## src/rtl/wifi_tx_pkg.sv

```systemverilog
// Shared definitions for the multirate transmit puncturer: rate codes,
// FSM states and the per-rate puncture period and keep patterns.
package wifi_tx_pkg;

  typedef enum logic [1:0] {
    RATE_1_2  = 2'b00,
    RATE_2_3  = 2'b01,
    RATE_3_4  = 2'b10,
    RATE_RSVD = 2'b11
  } rate_e;

  typedef enum logic [1:0] {
    ST_IDLE,
    ST_RUN,
    ST_DRAIN,
    ST_DONE
  } state_e;

  localparam logic [1:0] PERIOD_1_2 = 2'd1;
  localparam logic [1:0] PERIOD_2_3 = 2'd2;
  localparam logic [1:0] PERIOD_3_4 = 2'd3;

  function automatic logic [1:0] punct_period(rate_e r);
    case (r)
      RATE_2_3: return PERIOD_2_3;
      RATE_3_4: return PERIOD_3_4;
      default:  return PERIOD_1_2;
    endcase
  endfunction

  // Keep mask per phase: bit0 keeps A, bit1 keeps B.
  function automatic logic [1:0] keep_mask(rate_e r, logic [1:0] ph);
    case (r)
      RATE_2_3: return (ph == 2'd0) ? 2'b11 : 2'b01;
      RATE_3_4: return (ph == 2'd0) ? 2'b11 : ((ph == 2'd1) ? 2'b01 : 2'b10);
      default:  return 2'b11;
    endcase
  endfunction

endpackage

```

## src/rtl/wifi_tx_puncturer_multirate_if.sv

```systemverilog
// Pair-in / serial-bit-out handshake bundle of the puncturer.
interface wifi_tx_puncturer_multirate_if;
  logic       valid_in;
  logic [1:0] data_in;
  logic       last_in;
  logic       ready_in;
  logic       data_out;
  logic       valid_out;
  logic       finished;

  modport master (
    output valid_in, data_in, last_in,
    input  ready_in, data_out, valid_out, finished
  );

  modport slave (
    input  valid_in, data_in, last_in,
    output ready_in, data_out, valid_out, finished
  );
endinterface

```

## src/rtl/wifi_tx_bit_fifo.sv

```systemverilog
// Bit FIFO taking 1 or 2 bits per write and yielding 1 bit per read;
// an empty FIFO forwards the first written bit straight to rd_data.
module wifi_tx_bit_fifo import wifi_tx_pkg::*; #(
  parameter int unsigned FIFO_DEPTH = 8
) (
  input  logic                               clk,
  input  logic                               reset,
  input  logic                               wr_en,
  input  logic [1:0]                         wr_cnt,
  input  logic [1:0]                         wr_data,
  input  logic                               rd_en,
  output logic                               rd_data,
  output logic [$clog2(FIFO_DEPTH+1)-1:0]    count
);
  localparam int unsigned AW = $clog2(FIFO_DEPTH);
  localparam int unsigned CW = $clog2(FIFO_DEPTH + 1);

  logic [FIFO_DEPTH-1:0] mem;
  logic [AW-1:0]         wr_ptr;
  logic [AW-1:0]         rd_ptr;
  logic [1:0]            wr_num;

  always_comb begin
    wr_num  = wr_en ? wr_cnt : 2'd0;
    rd_data = (count == '0) ? wr_data[0] : mem[rd_ptr];
  end

  always_ff @(posedge clk) begin
    if (wr_en) begin
      mem[wr_ptr] <= wr_data[0];
      if (wr_cnt[1]) mem[wr_ptr + AW'(1)] <= wr_data[1];
    end
  end

  // Bypass read still advances rd_ptr past the slot written this cycle.
  always_ff @(posedge clk) begin
    if (!reset) begin
      wr_ptr <= '0;
      rd_ptr <= '0;
      count  <= '0;
    end else begin
      wr_ptr <= wr_ptr + AW'(wr_num);
      if (rd_en) rd_ptr <= rd_ptr + AW'(1);
      count  <= count + CW'(wr_num) - CW'(rd_en);
    end
  end

endmodule

```

## src/rtl/wifi_tx_puncturer_multirate.sv

```systemverilog
// Multirate convolutional-code puncturer: accepts A/B encoder pairs, keeps
// bits per the latched rate's pattern and streams them out serially.
module wifi_tx_puncturer_multirate import wifi_tx_pkg::*; #(
  parameter int unsigned FIFO_DEPTH   = 8,
  parameter logic [1:0]  DEFAULT_RATE = 2'b00
) (
  input  logic                         clk,
  input  logic                         reset,
  input  logic                         enable,
  input  logic                         start,
  input  logic [1:0]                   rate_sel,
  wifi_tx_puncturer_multirate_if.slave bus
);
  localparam int unsigned CW = $clog2(FIFO_DEPTH + 1);

  state_e        state_q, state_d;
  rate_e         rate_q;
  logic [1:0]    phase_q;
  logic [CW-1:0] count;
  logic [CW:0]   free_slots;
  logic          fifo_nonempty, accept, rd_en, rd_data;
  logic [1:0]    mask, wr_cnt, wr_data;

  always_comb begin
    fifo_nonempty = (count != '0);
    // A non-empty FIFO frees one slot this cycle through its read.
    free_slots    = (CW+1)'(FIFO_DEPTH) - {1'b0, count} + (CW+1)'(fifo_nonempty);
    bus.ready_in  = (state_q == ST_RUN) && enable && (free_slots >= (CW+1)'(2));
    accept        = bus.ready_in && bus.valid_in;
    mask          = keep_mask(rate_q, phase_q);
    wr_cnt        = {1'b0, mask[0]} + {1'b0, mask[1]};
    wr_data       = mask[0] ? bus.data_in : {1'b0, bus.data_in[1]};
    rd_en         = enable && (fifo_nonempty || accept);
    bus.finished  = (state_q == ST_DONE) && enable;
  end

  always_comb begin
    state_d = state_q;
    unique case (state_q)
      ST_IDLE:  if (enable && start) state_d = ST_RUN;
      ST_RUN:   if (accept && bus.last_in) state_d = ST_DRAIN;
      ST_DRAIN: if (enable && !fifo_nonempty) state_d = ST_DONE;
      ST_DONE:  if (enable) state_d = ST_IDLE;
    endcase
  end

  always_ff @(posedge clk) begin
    if (!reset) begin
      state_q <= ST_IDLE;
      rate_q  <= rate_e'(DEFAULT_RATE);
      phase_q <= '0;
    end else begin
      state_q <= state_d;
      if (state_q == ST_IDLE && enable && start) begin
        rate_q  <= rate_e'(rate_sel);
        phase_q <= '0;
      end else if (accept) begin
        phase_q <= (phase_q + 2'd1 == punct_period(rate_q)) ? 2'd0 : phase_q + 2'd1;
      end
    end
  end

  always_ff @(posedge clk) begin
    if (!reset) begin
      bus.data_out  <= 1'b0;
      bus.valid_out <= 1'b0;
    end else if (enable) begin
      bus.valid_out <= rd_en;
      bus.data_out  <= rd_en & rd_data;
    end else begin
      bus.valid_out <= 1'b0;
    end
  end

  wifi_tx_bit_fifo #(.FIFO_DEPTH(FIFO_DEPTH)) u_fifo (
    .clk     (clk),
    .reset   (reset),
    .wr_en   (accept),
    .wr_cnt  (wr_cnt),
    .wr_data (wr_data),
    .rd_en   (rd_en),
    .rd_data (rd_data),
    .count   (count)
  );

endmodule

```

## src/flat_wrapper.sv

```systemverilog
// flat-port wrapper written by rule: the top's interface ports become plain ports
module wifi_tx_puncturer_multirate_flat import wifi_tx_pkg::*;
#(
  parameter int unsigned FIFO_DEPTH   = 8,
  parameter logic [1:0]  DEFAULT_RATE = 2'b00
)
  (clk, reset, enable, start, rate_sel, bus_valid_in, bus_data_in, bus_last_in, bus_ready_in, bus_data_out, bus_valid_out, bus_finished);
  wifi_tx_puncturer_multirate_if bus_i ();
  input  logic clk;
  input  logic reset;
  input  logic enable;
  input  logic start;
  input  logic [1:0] rate_sel;
  input wire logic [$bits(bus_i.valid_in)-1:0] bus_valid_in;
  input wire logic [$bits(bus_i.data_in)-1:0] bus_data_in;
  input wire logic [$bits(bus_i.last_in)-1:0] bus_last_in;
  output wire logic [$bits(bus_i.ready_in)-1:0] bus_ready_in;
  output wire logic [$bits(bus_i.data_out)-1:0] bus_data_out;
  output wire logic [$bits(bus_i.valid_out)-1:0] bus_valid_out;
  output wire logic [$bits(bus_i.finished)-1:0] bus_finished;
  assign bus_i.valid_in = bus_valid_in;
  assign bus_i.data_in = bus_data_in;
  assign bus_i.last_in = bus_last_in;
  assign bus_ready_in = bus_i.ready_in;
  assign bus_data_out = bus_i.data_out;
  assign bus_valid_out = bus_i.valid_out;
  assign bus_finished = bus_i.finished;
  wifi_tx_puncturer_multirate #(.FIFO_DEPTH(FIFO_DEPTH), .DEFAULT_RATE(DEFAULT_RATE)) u_core (.clk(clk), .reset(reset), .enable(enable), .start(start), .rate_sel(rate_sel), .bus(bus_i));
endmodule
```

## config.mk

```make
export PLATFORM = sky130hd
export DESIGN_NAME = wifi_tx_puncturer_multirate_flat
export DESIGN_NICKNAME = d
export VERILOG_FILES = /design/src/rtl/wifi_tx_pkg.sv /design/src/rtl/wifi_tx_puncturer_multirate_if.sv /design/src/rtl/wifi_tx_bit_fifo.sv /design/src/rtl/wifi_tx_puncturer_multirate.sv /design/src/flat_wrapper.sv
export SDC_FILE = /design/constraint.sdc
export NUM_CORES = 1
export LEC_CHECK = 0
export CORE_MARGIN = 4
export CORE_UTILIZATION = 45
export DETAILED_ROUTE_END_ITERATION = 10
export GPL_ROUTABILITY_DRIVEN = 0
export MAX_ROUTING_LAYER = met4
export SYNTH_ARGS = -nofsm -noshare
export SYNTH_HDL_FRONTEND = slang
export SYNTH_SLANG_ARGS = --single-unit
```

## constraint.sdc

```tcl
create_clock -name clk -period 4.2 [get_ports clk]
set_clock_uncertainty 0.2 [all_clocks]
set_input_delay 0.84 -clock clk [delete_from_list [all_inputs] [get_ports clk]]
set_output_delay 0.84 -clock clk [all_outputs]
set_load 0.01 [all_outputs]
```

==> metrics <==
outcome=finished clean; Post-synth ARST share=0%; Initial Util=46.3%; Synthesis Warnings=0; antenna violations before repair=0; Overflow after GRT=0; Static Leak=~0.00096 µW; DIE AREA=5210 µm²; Post-Synthesis Cells=between 150 and 200; Slew HR=60.6%; beginning of the critical path=enable; Most used DFF post-synth=dfxtp_1; final instance area=2080 µm²; Worst R2R Start=u_core.u_fifo.count[1]; fmax=282 MHz; setup slack, reg-to-reg=about 1.1 ns; Hold Buf Count CTS=0; Final ANT Viol Nets=0; Max Fanout on Critical Path=9; timing endpoint of the critical path=bus_ready_in; Root Buffer=clkbuf_8; drt drc=0; CORE AREA=4000 µm²; period utilization=84.3%; RSZ-0062 raised after global routing=false; antenna cells=0; IO Port Bufs=13; storage element area=601 µm²; Seq/Total Area, Yosys=32.4%; Post-Layout Cell Count=260; first-pass GRT wire length=6330 µm; Resized Gates After CTS=0; Req. time, crit path=3.16 ns; slew at the pin closest to its max-slew limit=0.589 ns; hpwl dp=~2800 µm; Synth Cell Area=about 1900 µm²; power per cell area=488 nW/µm²; Post-synth EDFFs=8; CTS Buf Count=3; Worst R2R Path Depth=13; Reg-to-Reg End=u_core.u_fifo.count[3]; clock latency on the worst-skew pair=0.27 ns; fill cell count=376; Via Count=1402; CP startpoint kind=primary input; postcts setup bufs=0; Max-Cap Viols=0; final hold viol count=0; area of the multi-input gates=1150 µm²; min Tclk post-route=3.54 ns; Syn Nets=around 230; Total Routing Usage GR=15.5%; critical path capture point type=primary output; Wirelength per Cell=13.8 µm; Fin Setup TNS=0 ns; Max Slew Vio Count=0; post-synthesis register bit count=26; Final Util=approximately 52%; final setup fails=0; htree depth=1; Die Ht=between 70 and 80 µm; Post-DP Area=between 2000 and 2500 µm²; Clock Path Buffers=2; clock slew at reported path FFs=roughly 0.090 ns; DRT iter0 DRCs=44; placed cells=approximately 260; CTS tree=built; largest net degree at the start of global routing=18; chip width=slightly above 70 µm; # IOs=14; CTS Sinks=26; Vias/cell=5.39; number of distinct library cells after synthesis=39; first-pass iteration count of the detailed router=4; share of cells above drive strength 1=5.71%; Worst VDD drop=~0.25 mV; Crit Path Class=in2out; Rows=23; fin nets=243; final wirelength=about 3600 µm; synthesis-to-layout area growth=12.2%; syn_area_per_cell=around 9.4 µm²; hold crit path type=reg2reg; vias in the first global route=roughly 1400; crit path DAT=2.50 ns
==> cell type report <==
| cell class | count | share of cell area [%] |
|---|---|---|
| clock buffers | 4 | 2.17 |
| inverters | 21 | 3.80 |
| multi-input cells | 145 | 55.5 |
| flip-flops and latches | 26 | 28.9 |
| well taps | 50 | 3.01 |
| repair buffers | 14 | 6.63 |
==> worst min-delay path by stage <==
stage                                 start  cells after the start                      end
floorplan                 u_core.phase_q[1]                      2        u_core.phase_q[1]
global placement    u_core.u_fifo.rd_ptr[2]                      2  u_core.u_fifo.rd_ptr[2]
detailed placement        u_core.phase_q[1]                      2        u_core.phase_q[1]
CTS                       u_core.phase_q[1]                      2        u_core.phase_q[1]
global route              u_core.phase_q[1]                      2        u_core.phase_q[1]
finish                    u_core.phase_q[1]                      2        u_core.phase_q[1]
==> synthesized netlist by cell type (all sizes together) (5+ instances only) <==
cell    number  area, µm²
nand2       23       86.3
mux2i       22        220
inv         21       78.8
ha          20        250
dfxtp       18        360
nor2        18       67.6
edfxtp       8        240
nand3        6       30.0
a21oi        5       28.8
and2         5       31.3
clkbuf       5       20.0
xnor2        5       43.8
==> power breakdown <==
group	internal (µW)	total, µW	switching [µW]
Sequential	313	362	48.8
Combinational	237	505	269
Clock	67.9	146	78.5
==> logic make-up (layout without fill, tap and decap cells) <==
| group | Yosys count | count (layout) | synth area share [%] |
|---|---|---|---|
| simple gates | 64 | 64 | 15.7 |
| mux | 26 | 26 | 15.7 |
| flops | 26 | 26 | 32.4 |
| buf+inv | 26 | 39 | 5.34 |
| compound gates | 25 | 25 | 11.6 |
| fa+ha+maj | 22 | 22 | 15.7 |
| xor+xnor | 7 | 7 | 3.31 |
| other cells | 1 | 1 | 0.203 |
==> placed cells by master, fill, tap and decap left out, types with 3 or more instances in the layout <==
cell type | synthesis | final
nand4_1 | 4 | 4
nand2b_1 | 3 | 3
edfxtp_1 | 8 | 8
mux2i_1 | 22 | 22
nor2_1 | 18 | 18
xnor2_1 | 5 | 5
o211a_1 | 3 | 3
clkdlybuf4s50_1 | 0 | 13
o21ai_0 | 4 | 4
nand3_1 | 6 | 6
clkbuf_8 | 0 | 3
ha_1 | 20 | 20
nand2_1 | 23 | 23
and2_1 | 5 | 5
dfxtp_1 | 18 | 18
inv_1 | 21 | 21
a21oi_1 | 4 | 4
==> critical path, cell delays in order <==
cell	delay, ns
clkdlybuf4s50_1	0.66
inv_1	0.16
a211oi_1	0.26
clkdlybuf4s50_1	0.58
==> per-layer routing <==
layer	GRT usage (%)	part of all wire, %	vias up
li1	-	-	706
met1	19.5	47	664
met2	26.0	49	28
met3	2.08	3.0	4
met4	4.38	1.1	0
met5	-	0	-
==> stage by stage <==
step	setup WS (ns)	hold slack [ns]	power, µW
floorplan	0.974	0.244	750
global placement	0.556	0.276	854
detailed placement	0.420	0.269	879
CTS	0.667	0.284	1030
global route	0.584	0.310	1110
finish	0.660	0.287	1010
==> state kept, by name (all words and copies together) (netlist names) <==
| signal | cells |
|---|---|
| u_core.bus.data_out | 1 |
| u_core.phase_q | 2 |
| u_core.bus.valid_out | 1 |
| u_core.rate_q | 2 |
| u_core.u_fifo.rd_ptr | 3 |
| u_core.u_fifo.count | 4 |
| u_core.u_fifo.mem | 8 |
| u_core.state_q | 2 |
| u_core.u_fifo.wr_ptr | 3 |
Note: power is estimated with default switching activity, not from simulation.
